## src/rtl/data_memory_pkg.sv

```systemverilog
// Shared types for the data-memory arbiter: FSM states, requester IDs and the
// captured request record.
package data_memory_pkg;

  localparam int DATA_W = 32;
  localparam int ADDR_W = 32;

  typedef enum logic [1:0] {
    IDLE   = 2'd0,
    ACCESS = 2'd1,
    RESP   = 2'd2
  } state_t;

  localparam logic PORT_CORE   = 1'b0;
  localparam logic PORT_LOADER = 1'b1;

  typedef struct packed {
    logic              owner;
    logic              write;
    logic [ADDR_W-1:0] addr;
    logic [DATA_W-1:0] wdata;
  } mem_req_t;

endpackage

```

## src/rtl/round_robin_arbiter2.sv

```systemverilog
// Two-way round-robin arbiter: a one-hot grant, with last_grant moved on every
// advance so the other port wins the next tie.
module round_robin_arbiter2 (
  input  logic       clock,
  input  logic       reset,
  input  logic [1:0] req,
  input  logic       advance,
  output logic [1:0] grant
);

  logic last_grant;

  always_comb begin
    grant = req;
    if (req == 2'b11) begin
      grant = last_grant ? 2'b01 : 2'b10;
    end
  end

  // Resetting to 1 hands port 0 the first tie.
  always_ff @(posedge clock) begin
    if (reset) begin
      last_grant <= 1'b1;
    end else if (advance && (|grant)) begin
      last_grant <= grant[1];
    end
  end

endmodule

```

## src/rtl/data_memory_arbiter.sv

```systemverilog
// Shares one single-port data memory between the core LSU (port 0) and the
// loader (port 1): accept, one ACCESS cycle, then a one-cycle response.
module data_memory_arbiter
  import data_memory_pkg::*;
#(
  parameter int unsigned WORD_NUM = 1024
) (
  input  logic              clock,
  input  logic              reset,
  input  logic [1:0]        req_valid,
  output logic [1:0]        req_ready,
  input  logic [1:0]        req_write,
  input  logic [ADDR_W-1:0] req_addr0,
  input  logic [ADDR_W-1:0] req_addr1,
  input  logic [DATA_W-1:0] req_wdata0,
  input  logic [DATA_W-1:0] req_wdata1,
  output logic [1:0]        resp_valid,
  output logic [DATA_W-1:0] resp_rdata,
  output logic              resp_error,
  output logic              mem_write_enable,
  output logic [ADDR_W-1:0] mem_address,
  output logic [DATA_W-1:0] mem_write_data,
  input  logic [DATA_W-1:0] mem_read_data
);

  state_t            state;
  mem_req_t          req_p1;
  logic [1:0]        grant;
  logic              accept;
  logic [1:0]        resp_valid_p2;
  logic              resp_error_p2;
  logic [DATA_W-1:0] resp_rdata_p2;

  // Unsigned 32-bit compare, so 0xFFFFFFFF is out of range rather than negative.
  function automatic logic in_range(input logic [ADDR_W-1:0] addr);
    return addr < ADDR_W'(WORD_NUM);
  endfunction

  function automatic logic [DATA_W-1:0] read_result(input logic write,
                                                    input logic [ADDR_W-1:0] addr,
                                                    input logic [DATA_W-1:0] rdata);
    return (!write && in_range(addr)) ? rdata : '0;
  endfunction

  assign accept = (state == IDLE) && (|req_valid) && !reset;

  round_robin_arbiter2 u_arbiter (
    .clock   (clock),
    .reset   (reset),
    .req     (req_valid),
    .advance (accept),
    .grant   (grant)
  );

  assign req_ready = accept ? grant : 2'b00;

  // Memory pins are live only in ACCESS; reset in that cycle suppresses the write.
  always_comb begin
    mem_write_enable = 1'b0;
    mem_address      = '0;
    mem_write_data   = '0;
    if ((state == ACCESS) && !reset) begin
      mem_write_enable = req_p1.write && in_range(req_p1.addr);
      mem_address      = req_p1.addr;
      mem_write_data   = req_p1.wdata;
    end
  end

  assign resp_valid = resp_valid_p2 & {2{!reset}};
  assign resp_rdata = resp_rdata_p2;
  assign resp_error = resp_error_p2;

  always_ff @(posedge clock) begin
    if (reset) begin
      state         <= IDLE;
      resp_valid_p2 <= 2'b00;
      resp_error_p2 <= 1'b0;
      resp_rdata_p2 <= '0;
    end else begin
      unique case (state)
        // IDLE -> ACCESS: capture the winner's request into req_p1
        IDLE: begin
          resp_valid_p2 <= 2'b00;
          if (accept) begin
            req_p1.owner <= grant[1];
            req_p1.write <= req_write[grant[1]];
            req_p1.addr  <= grant[1] ? req_addr1  : req_addr0;
            req_p1.wdata <= grant[1] ? req_wdata1 : req_wdata0;
            state        <= ACCESS;
          end
        end
        // ACCESS -> RESP: register the memory result into the _p2 response stage
        ACCESS: begin
          resp_valid_p2 <= (req_p1.owner == PORT_LOADER) ? 2'b10 : 2'b01;
          resp_error_p2 <= !in_range(req_p1.addr);
          resp_rdata_p2 <= read_result(req_p1.write, req_p1.addr, mem_read_data);
          state         <= RESP;
        end
        RESP: begin
          resp_valid_p2 <= 2'b00;
          state         <= IDLE;
        end
        default: begin
          resp_valid_p2 <= 2'b00;
          state         <= IDLE;
        end
      endcase
    end
  end

endmodule

```

## config.mk

```make
export PLATFORM = sky130hd
export DESIGN_NAME = data_memory_arbiter
export DESIGN_NICKNAME = d
export VERILOG_FILES = /design/src/rtl/data_memory_pkg.sv /design/src/rtl/round_robin_arbiter2.sv /design/src/rtl/data_memory_arbiter.sv
export SDC_FILE = /design/constraint.sdc
export NUM_CORES = 1
export LEC_CHECK = 0
export CAP_MARGIN = 20
export CORE_MARGIN = 2
export CORE_UTILIZATION = 40
export CTS_CLUSTER_DIAMETER = 100
export DETAILED_ROUTE_END_ITERATION = 6
export PLACE_DENSITY = 0.81
export SETUP_SLACK_MARGIN = 0.15
export SYNTH_ARGS = -nofsm -noshare
export SYNTH_HDL_FRONTEND = slang
export SYNTH_HIERARCHICAL = 1
export SYNTH_SLANG_ARGS = --single-unit
```

## constraint.sdc

```tcl
create_clock -name clock -period 17.65 [get_ports clock]
set_clock_uncertainty 0.05 [all_clocks]
set_input_delay 2.6475 -clock clock [delete_from_list [all_inputs] [get_ports clock]]
set_output_delay 2.6475 -clock clock [all_outputs]
set_load 0.02 [all_outputs]
```

==> flow_metrics.env <==
export IMPL_ys_ff_latch=104
export IMPL_end_kind="primary output"
export IMPL_async_reset_ff_share_pct=0
export IMPL_seq_area_frac_synth_pct=53.5
export IMPL_min_path_type="reg2reg"
export IMPL_crit_fanout=52
export IMPL_cts_tree="done"
export IMPL_initial_core_util_pct=40.8
export IMPL_die_width_um=117
export IMPL_fillers=1009
export IMPL_p_comb_share_pct=17.8
export IMPL_syn_inst=394
export IMPL_io_pins=268
export IMPL_syn_area_sq_um=5130
export IMPL_clockRootBuffer="clkbuf_16"
export IMPL_hold_viol_final=0
export IMPL_grt_usage_pct=20.2
export IMPL_seqPwrFrac_pct=49.6
export IMPL_grt_start_max_net_pins=68
export IMPL_core_area_sq_um=12600
export IMPL_route_vias_total=4070
export IMPL_ys_flop_type="edfxtp_1"
export IMPL_cts_resized=0
export IMPL_n_antenna_cell=0
export IMPL_cts_inserted_buffers=9
export IMPL_h_tree_depth=3
export IMPL_layout_drive_gt1_share_pct=18.8
export IMPL_crit_type="in2out"
export IMPL_worstPathRequired_ps=14950
export IMPL_peakVddDrop_mv=0.0495
export IMPL_overflow=0
export IMPL_routed_wl_um=14200
export IMPL_setup_viol=0
export IMPL_fin_crit_sh_pct=42.9
export IMPL_tns_ps=0
export IMPL_drc=0
export IMPL_clk_insertion_delay_late_ps=340
export IMPL_die_h_um=117
export IMPL_power_internal_mw=0.438
export IMPL_yosysWarnings=6
export IMPL_worst_hold_slack_ps=406
export IMPL_synth_top_area_cell="edfxtp_1"
export IMPL_yosys_top_cells_count="and2_1, edfxtp_1, mux2_2"
export IMPL_gp_congestion=0.774
export IMPL_cp_arrival_ps=4870
export IMPL_ant_nets=0
export IMPL_synth_nets=560
export IMPL_grt_pass1_vias=4089
export IMPL_port_buffer_count=267
export IMPL_synth_top_area_share_pct=38.6
export IMPL_drtIter0Drc=297
export IMPL_swShare_pct=22.2
export IMPL_clkSinkCount=104
export IMPL_clk_path_buf_depth=2
export IMPL_synth_edf_count=66
export IMPL_pwr_share_clk_pct=32.6
export IMPL_via_per_inst=4.95
export IMPL_drv_slew=0
export IMPL_yosys_top_cells_area="edfxtp_1, dfxtp_1, mux2_2"
export IMPL_grt_pass1_wl_um=20900
export IMPL_status="finished clean"
export IMPL_max_slew_margin_rel_pct=42.6
export IMPL_rows=41
export IMPL_max_freq_mhz=132
export IMPL_cts_setup_buffers=0
export IMPL_fin_util_pct=65.1
export IMPL_layout_nets=812
export IMPL_leakagePower_nw=2.77
export IMPL_synth_cell_types=26
export IMPL_period_minus_slack_ps=7570
export IMPL_worst_pin_slew_ps=861
export IMPL_synth_area_per_cell_sq_um=13.0
export IMPL_maxCapViolCount=0
export IMPL_hpwl_um=10500
export IMPL_postCtsHoldBufs=0
export IMPL_rsz0062_at_grt="no"
export IMPL_antenna_found_initial=0
export IMPL_area_growth_pct=59.5
export IMPL_clk_pin_slew_ps=60
export IMPL_dieArea_sq_um=13700
export IMPL_power_density_nw_per_um2=68.9
export IMPL_dr_pass1_iters=4
export IMPL_p_sw_mw=0.125
export IMPL_critical_path_startpoint_type="input pin"
export IMPL_wl_per_cell_um=17.3
[final timing paths]
path	startpoint	endpoint	slack, ps	cells after the start
worst max-delay path	reset	mem_write_enable	10080	7
worst min-delay path	req_p1[65]	resp_valid_p2[0]	410	1
worst max register to register	u_arbiter/last_grant	req_p1[59]	15740	3
worst min register to register	req_p1[65]	resp_valid_p2[0]	410	1
[power groups by stage]
stage                     clock network [mW]  registers (mW)  logic, mW
after CTS                              0.189           0.280      0.101
after detailed placement                   0           0.285      0.101
after global placement                     0           0.284     0.0991
final                                  0.184           0.280      0.100
after floorplan                            0           0.284     0.0451
after global routing                   0.198           0.281      0.107
[sequential cells by signal, summed over array words and instances, names as in the netlist]
register,flops
resp_rdata,32
req_p1,66
resp_valid_p2,2
u_arbiter/last_grant,1
resp_error,1
state,2
[per-layer routing]
layer	wire length [um]	vias to the layer above	part of all wire, %	track usage (%)
met4	388	0	2.7	8.08
met2	7310	194	51	35.0
li1	-	1947	-	-
met3	1570	31	11	9.68
met1	4980	1898	35	21.0
met5	0	-	0	0
[final cells by class]
| cell class | instances | area, sq um | share of cell area, % |
|---|---|---|---|
| Timing Repair Buffer | 275 | 2730 | 33.4 |
| Sequential cell | 104 | 2740 | 33.5 |
| Inverter | 2 | 7.51 | 0.0917 |
| Clock inverter | 2 | 8.76 | 0.107 |
| Clock buffer | 13 | 260 | 3.18 |
| Multi-Input combinational cell | 254 | 2220 | 27.1 |
| Tap cell | 172 | 215 | 2.63 |
[through the flow]
stage	setup slack (ps)	instances	total power, mW	cell area [sq um]
2_1_floorplan	7850	394	0.329	5130
3_3_place_gp	10120	807	0.384	7910
3_5_place_dp	10080	807	0.386	7910
4_1_cts	10070	822	0.570	8180
5_1_grt	9970	822	0.586	8180
6_report	10080	822	0.564	8180
[kinds of logic (layout without fill, tap and decap cells)]
logic type      count (synthesis)  after routing  synth area share (%)
compound gates                 38             38                  8.41
buf+inv                        36            292                  3.76
mux                            65             65                  14.3
simple gates                  151            151                  20.1
flops                         104            104                  53.5
[cells in the final DEF, fill, tap and decap left out, drive strengths merged]
cell and instances:
a21oi 2, mux2 65, buf 8, and2 67, dfxtp 38, a21boi 2
clkdlybuf4s50 267, o31a 1, nor4 8, o21bai 1, nor3b 1, edfxtp 66
nand2 2, inv 3, clkbuf 13, nand4 1, nor2 2, nand3b 64
clkinv 1, o31ai 32, nor3 2, nor2b 2, nand2b 1, and3 1
[critical path: stages]
cell             delay (ps)
clkdlybuf4s50_1         400
buf_4                   240
nor3b_4                 220
buf_4                   450
nand2_1                 100
nor3_1                  160
clkdlybuf4s50_1         630
Power figures use the tool's default switching activity.
